===== config.mk =====
export PLATFORM = sky130hd
export DESIGN_NAME = regfile_2w2r_sb_flat
export DESIGN_NICKNAME = d
export VERILOG_FILES = /design/src/rtl/regfile_2w2r_sb_if.sv /design/src/rtl/regfile_2w2r_sb.sv /design/src/flat_wrapper.sv
export SDC_FILE = /design/constraint.sdc
export NUM_CORES = 2
export LEC_CHECK = 0
export CAP_MARGIN = 20
export CORE_UTILIZATION = 26
export DETAILED_ROUTE_END_ITERATION = 8
export PLACE_DENSITY = 0.44
export SLEW_MARGIN = 15
export SYNTH_ARGS = -nofsm -noshare
export SYNTH_HDL_FRONTEND = slang
export SYNTH_SLANG_ARGS = --single-unit

===== constraint.sdc =====
create_clock -name clk -period 4.9 [get_ports clk]
set_clock_uncertainty 0.15 [all_clocks]
set_input_delay 0.735 -clock clk [delete_from_list [all_inputs] [get_ports clk]]
set_output_delay 0.735 -clock clk [all_outputs]
set_load 0.02 [all_outputs]

===== src/rtl/regfile_2w2r_sb_if.sv =====
// Operand-read, write-back and scoreboard-set signals between the pipeline and regfile_2w2r_sb.
interface regfile_2w2r_sb_if #(
    parameter int unsigned DATA_W = 32,
    parameter int unsigned ADDR_W = 5
);
    logic [ADDR_W-1:0] iRAddr1;
    logic [ADDR_W-1:0] iRAddr2;
    logic [DATA_W-1:0] oData1;
    logic [DATA_W-1:0] oData2;
    logic              oPend1;
    logic              oPend2;
    logic              iWeA;
    logic [ADDR_W-1:0] iWAddrA;
    logic [DATA_W-1:0] iWDataA;
    logic              iWeB;
    logic [ADDR_W-1:0] iWAddrB;
    logic [DATA_W-1:0] iWDataB;
    logic              iSetPend;
    logic [ADDR_W-1:0] iSetAddr;
    logic              oWrConflict;

    modport master (
        output iRAddr1, iRAddr2, iWeA, iWAddrA, iWDataA, iWeB, iWAddrB, iWDataB, iSetPend, iSetAddr,
        input  oData1, oData2, oPend1, oPend2, oWrConflict
    );

    modport slave (
        input  iRAddr1, iRAddr2, iWeA, iWAddrA, iWDataA, iWeB, iWAddrB, iWDataB, iSetPend, iSetAddr,
        output oData1, oData2, oPend1, oPend2, oWrConflict
    );
endinterface


===== src/rtl/regfile_2w2r_sb.sv =====
// Register file: two combinational reads, two prioritised writes (A over B),
// optional same-cycle write bypass and a per-register pending scoreboard.
module regfile_2w2r_sb #(
    parameter int unsigned DATA_W   = 32,
    parameter int unsigned ADDR_W   = 5,
    parameter int unsigned DEPTH    = 32,
    parameter bit          BYPASS   = 1'b1,
    parameter bit          ZERO_REG = 1'b1
) (
    input logic              clk,
    input logic              reset,
    regfile_2w2r_sb_if.slave rf
);
    localparam int unsigned IDX_W = (DEPTH > 1) ? $clog2(DEPTH) : 1;

    logic [DATA_W-1:0] mem_q [DEPTH];
    logic [DATA_W-1:0] mem_d [DEPTH];
    logic [DEPTH-1:0]  pend_q;
    logic [DEPTH-1:0]  pend_d;
    logic              wr_conflict_q;
    logic              wr_conflict_d;

    logic              wr_a_c;
    logic              wr_b_c;
    logic              keep_b_c;
    logic              set_c;
    logic [IDX_W-1:0]  idx_a;
    logic [IDX_W-1:0]  idx_b;
    logic [IDX_W-1:0]  idx_s;

    logic [ADDR_W-1:0] raddr_c [2];
    logic [DATA_W-1:0] rdata_c [2];
    logic              rpend_c [2];

    // Out-of-range addresses and the hardwired zero register are never targets.
    function automatic logic addr_ok(input logic [ADDR_W-1:0] a);
        return (32'(a) < DEPTH) && !(ZERO_REG && (a == '0));
    endfunction

    assign wr_a_c   = rf.iWeA && addr_ok(rf.iWAddrA);
    assign wr_b_c   = rf.iWeB && addr_ok(rf.iWAddrB);
    assign keep_b_c = wr_b_c && !(wr_a_c && (rf.iWAddrA == rf.iWAddrB));
    assign set_c    = rf.iSetPend && addr_ok(rf.iSetAddr);
    assign idx_a    = IDX_W'(rf.iWAddrA);
    assign idx_b    = IDX_W'(rf.iWAddrB);
    assign idx_s    = IDX_W'(rf.iSetAddr);

    // Next state: writes clear pending, a same-cycle set re-marks it (new producer wins).
    always_comb begin
        mem_d         = mem_q;
        pend_d        = pend_q;
        wr_conflict_d = wr_a_c && wr_b_c && (rf.iWAddrA == rf.iWAddrB);
        if (keep_b_c) begin
            mem_d[idx_b]  = rf.iWDataB;
            pend_d[idx_b] = 1'b0;
        end
        if (wr_a_c) begin
            mem_d[idx_a]  = rf.iWDataA;
            pend_d[idx_a] = 1'b0;
        end
        if (set_c) begin
            pend_d[idx_s] = 1'b1;
        end
    end

    always_ff @(posedge clk) begin
        if (reset) begin
            mem_q         <= '{default: '0};
            pend_q        <= '0;
            wr_conflict_q <= 1'b0;
        end else begin
            mem_q         <= mem_d;
            pend_q        <= pend_d;
            wr_conflict_q <= wr_conflict_d;
        end
    end

    assign raddr_c[0] = rf.iRAddr1;
    assign raddr_c[1] = rf.iRAddr2;

    // Read ports; with bypass a write hit overrides stored data and hides a stale pending bit.
    always_comb begin
        for (int p = 0; p < 2; p++) begin
            rdata_c[p] = '0;
            rpend_c[p] = 1'b0;
            if (addr_ok(raddr_c[p])) begin
                rdata_c[p] = mem_q[IDX_W'(raddr_c[p])];
                rpend_c[p] = pend_q[IDX_W'(raddr_c[p])];
                if (BYPASS && wr_b_c && (rf.iWAddrB == raddr_c[p])) begin
                    rdata_c[p] = rf.iWDataB;
                end
                if (BYPASS && wr_a_c && (rf.iWAddrA == raddr_c[p])) begin
                    rdata_c[p] = rf.iWDataA;
                end
                if (BYPASS
                    && ((wr_a_c && (rf.iWAddrA == raddr_c[p])) || (wr_b_c && (rf.iWAddrB == raddr_c[p])))
                    && !(set_c && (rf.iSetAddr == raddr_c[p]))) begin
                    rpend_c[p] = 1'b0;
                end
            end
        end
    end

    assign rf.oData1      = rdata_c[0];
    assign rf.oData2      = rdata_c[1];
    assign rf.oPend1      = rpend_c[0];
    assign rf.oPend2      = rpend_c[1];
    assign rf.oWrConflict = wr_conflict_q;
endmodule


===== src/flat_wrapper.sv =====
// flat-port wrapper written by rule: the top's interface ports become plain ports
module regfile_2w2r_sb_flat 
#(
    parameter int unsigned DATA_W   = 32,
    parameter int unsigned ADDR_W   = 5,
    parameter int unsigned DEPTH    = 32,
    parameter bit          BYPASS   = 1'b1,
    parameter bit          ZERO_REG = 1'b1
)
  (clk, reset, rf_iRAddr1, rf_iRAddr2, rf_iWeA, rf_iWAddrA, rf_iWDataA, rf_iWeB, rf_iWAddrB, rf_iWDataB, rf_iSetPend, rf_iSetAddr, rf_oData1, rf_oData2, rf_oPend1, rf_oPend2, rf_oWrConflict);
  regfile_2w2r_sb_if #(.DATA_W(DATA_W), .ADDR_W(ADDR_W)) rf_i ();
  input logic clk;
  input logic reset;
  input wire logic [$bits(rf_i.iRAddr1)-1:0] rf_iRAddr1;
  input wire logic [$bits(rf_i.iRAddr2)-1:0] rf_iRAddr2;
  input wire logic [$bits(rf_i.iWeA)-1:0] rf_iWeA;
  input wire logic [$bits(rf_i.iWAddrA)-1:0] rf_iWAddrA;
  input wire logic [$bits(rf_i.iWDataA)-1:0] rf_iWDataA;
  input wire logic [$bits(rf_i.iWeB)-1:0] rf_iWeB;
  input wire logic [$bits(rf_i.iWAddrB)-1:0] rf_iWAddrB;
  input wire logic [$bits(rf_i.iWDataB)-1:0] rf_iWDataB;
  input wire logic [$bits(rf_i.iSetPend)-1:0] rf_iSetPend;
  input wire logic [$bits(rf_i.iSetAddr)-1:0] rf_iSetAddr;
  output wire logic [$bits(rf_i.oData1)-1:0] rf_oData1;
  output wire logic [$bits(rf_i.oData2)-1:0] rf_oData2;
  output wire logic [$bits(rf_i.oPend1)-1:0] rf_oPend1;
  output wire logic [$bits(rf_i.oPend2)-1:0] rf_oPend2;
  output wire logic [$bits(rf_i.oWrConflict)-1:0] rf_oWrConflict;
  assign rf_i.iRAddr1 = rf_iRAddr1;
  assign rf_i.iRAddr2 = rf_iRAddr2;
  assign rf_i.iWeA = rf_iWeA;
  assign rf_i.iWAddrA = rf_iWAddrA;
  assign rf_i.iWDataA = rf_iWDataA;
  assign rf_i.iWeB = rf_iWeB;
  assign rf_i.iWAddrB = rf_iWAddrB;
  assign rf_i.iWDataB = rf_iWDataB;
  assign rf_i.iSetPend = rf_iSetPend;
  assign rf_i.iSetAddr = rf_iSetAddr;
  assign rf_oData1 = rf_i.oData1;
  assign rf_oData2 = rf_i.oData2;
  assign rf_oPend1 = rf_i.oPend1;
  assign rf_oPend2 = rf_i.oPend2;
  assign rf_oWrConflict = rf_i.oWrConflict;
  regfile_2w2r_sb #(.DATA_W(DATA_W), .ADDR_W(ADDR_W), .DEPTH(DEPTH), .BYPASS(BYPASS), .ZERO_REG(ZERO_REG)) u_core (.clk(clk), .reset(reset), .rf(rf_i));
endmodule

==> impl_results.md <==
* Status: finished, final reports clean
* Die Wd at 502.6 µm
* Vias post-DR at 66450
* Yosys cell types at 58
* Clk pin slew, worst setup/hold paths at 0.06 ns
* Crit path kind: in2out
* Post-synth top area cell: dfxtp_1
* Pin slew with the least headroom to its limit at 1.198 ns
* Hold_ws at 0.3277 ns
* Root Buffer: clkbuf_16
* Pin count of the biggest net entering global routing at 114
* Endpoints failing setup at 0
* Max incr delay on CP at 0.85 ns
* WL met3 at 39170 µm
* First-pass GRT wire length at 520100 µm
* Crit path launch: rf_iRAddr1[2]
* Row Count at 183
* Syn Inst Count at 7319
* Crit-path max FO at 45
* RSZ-0062 raised after global routing: no
* Nets at 7184
* Most frequent CP cell: buf_4
* Clock buffer depth at 3
* GP Congestion at 0.9553
* Multi-input logic area at 40090 µm²
* Vias in the first global route at 62600
* Layout fillers at 25590
* RR Endpoint: u_core.mem_q[175]
* RR Startpoint: u_core.mem_q[175]
* Critical path cell sequence: buf_4 -> buf_12 -> xor2_1 -> nor3_1 -> nand4_1 -> buf_4 -> buf_4 -> o21ai_0 -> nor4_2 -> a221o_1 -> buf_4
* Final Util at 0.3063
* Total leakage power at 25.29 nW
* Max cap viols at 0
* Final Hold Viols at 0
* DP Wirelength at 241000 µm
* Synth top area share at 0.3248
* Starting Density at 0.2618
* CTS tree: yes
* Synthesized area at 65150 µm²
* H-tree depth at 4
* Clk_lat worst skew at 0.82 ns
* Most frequent cells in the layout: 1057 x dfxtp_1, 1002 x nor2_1, 883 x nand2_1, 542 x mux2i_1, 440 x buf_4
* Number of I/O port buffers at 160
* Avg Cell Area, Syn at 8.901 µm²
* DRC at 0
* Worst slew margin at 0.2012
* Share of cells above drive strength 1 at 0.1888
* Met2 WL at 165200 µm
* Register bit count reported by yosys at 1057
* Worst endpoint required time at 4.01 ns
* Crit. End Element: primary output
* CTS sink cnt at 1057
* Leading post-synthesis cells by cell area: dfxtp_1 32%, mux4_2 15%, mux2i_1 8.3%
* Reg area at 21160 µm²
* GRT Total Usage at 0.2910
* Initial antenna violation count at 21
* Maximum clock frequency at 204.2 MHz
* Synthesis-to-layout area growth at 17.02%
* Hold WC Path Type: reg2reg
* Max VDD drop at 0.0002654 V
* Sequential area share after synthesis at 0.3248
* Pre-antenna DRT Iters at 6
* Net Count, Synth at 7413
* Total CTS buffers at 133
* IO Pins at 161
* Commonest non-fill, non-tap cell in the layout: dfxtp_1
* ANT nets after route at 0
* DIE HEIGHT at 502.6 µm
* Type of origin of the critical path: input port
* Fin crit share at 0.9995
* FF-to-FF path depth at 2
* Data arrival time of the critical path at 4.01 ns
* Max Slew Vio Count at 0
* Synth warnings at 0
* R2R setup slack at 3.84 ns
* WL per Instance at 35.96 µm
* Pwr dens at 295.7 nW/µm²
* Top sig layer: met5
* Vias per cell at 6.307
* Total length of routed wires at 378900 µm
* Core ar. at 248900 µm²
* DRT iter0 DRCs at 9424
* Die area at 252600 µm²
* Worst path slowest cell: nor4_2
* Period minus WS final at 4.897 ns
* Total gr overflow at 0
* WL met1 at 144500 µm
* Asr flop ratio synth at 0
* Crit path capture: rf_oData1[4]
* Synth Flop Type: dfxtp_1
* EDFF count, synth at 0
cells by family after synthesis:
kind of cell,after synthesis,synth area share
buffers and inverters,1008,0.06952
multiplexers,1008,0.2392
XOR/XNOR,35,0.004705
AO/OA/AOI/OAI,1513,0.1832
flip-flops,1057,0.3248
AND/OR/NAND/NOR,2698,0.1786
report_power, final:
part	switching, W	internal, W	total (W)
combinational	0.00216	0.00112	0.00328
sequential	0.000141	0.00876	0.00890
clock	0.00441	0.00596	0.0104
metrics by stage:
step / std cells / total power (W) / cell area, µm² / setup slack [ns] / TNS [ns]
after detailed placement: 10280 / 0.01225 / 71710 / -0.3983 / -2.009
after global routing: 10530 / 0.02300 / 76220 / 0.03559 / 0
after global placement: 10280 / 0.01224 / 71710 / -0.4805 / -2.220
after floorplan: 7319 / 0.01076 / 65150 / 1.261 / 0
after CTS: 10520 / 0.02248 / 76180 / 0.0006604 / 0
final: 10540 / 0.02255 / 76240 / 0.002618 / 0
synth_stat cells (177+ instances only):
library cell	count
nor2_1	1013
a221oi_1	386
nand2_1	908
mux2i_1	542
clkbuf_1	623
a211oi_1	247
and2_1	177
nor3_1	364
a311oi_1	418
mux4_2	436
buf_2	218
dfxtp_1	1057
layout make-up:
cell class | instances | share of cell area
clock buffer | 193 | 0.05220
clock inverter | 41 | 0.005875
timing repair buffer | 643 | 0.08329
multi-input combinational | 5254 | 0.5258
antenna | 18 | 0.0005908
tap | 3330 | 0.05465
sequential | 1057 | 0.2775
inverter | 1 | 0.00004923
critical path, delay by kind of cell:
kind,cells,cell delay [ns]
buffers and inverters,5,1.38
and+or+nand+nor,3,1.05
AOI/OAI and AO/OA,2,0.53
xor gates and xnor gates,1,0.18
how the worst min path moves through the flow:
| stage | slack (ns) | endpoint | startpoint | cells past startpoint |
|---|---|---|---|---|
| global placement | 0.31 | u_core.mem_q[557] | u_core.mem_q[557] | 2 |
| CTS | 0.33 | u_core.mem_q[179] | u_core.mem_q[179] | 2 |
| global route | 0.34 | u_core.mem_q[997] | u_core.mem_q[997] | 1 |
| detailed placement | 0.32 | u_core.mem_q[179] | u_core.mem_q[179] | 2 |
| floorplan | 0.29 | u_core.mem_q[544] | u_core.mem_q[544] | 2 |
| finish | 0.33 | u_core.mem_q[179] | u_core.mem_q[179] | 2 |
registers in the layout (all words and copies together) (netlist names):
register / count
u_core.mem_q: 1024
u_core.pend_q: 32
u_core.rf.oWrConflict: 1
per-layer routing:
layer | up-vias | GRT usage
li1 | 27020 | -
met1 | 33540 | 0.3622
met2 | 4660 | 0.4436
met3 | 1225 | 0.06943
met4 | 4 | 0.1991
met5 | - | 0
repair_timing:
action | CTS | global route
cloned | 0 | 0
gates resized for setup | 9 | 1
pin swaps | 3 | 1
setup endpoints to repair | 9 | 5
setup buffers | 0 | 0
hold buffers | 0 | 0
Power figures use the tool's default switching activity.
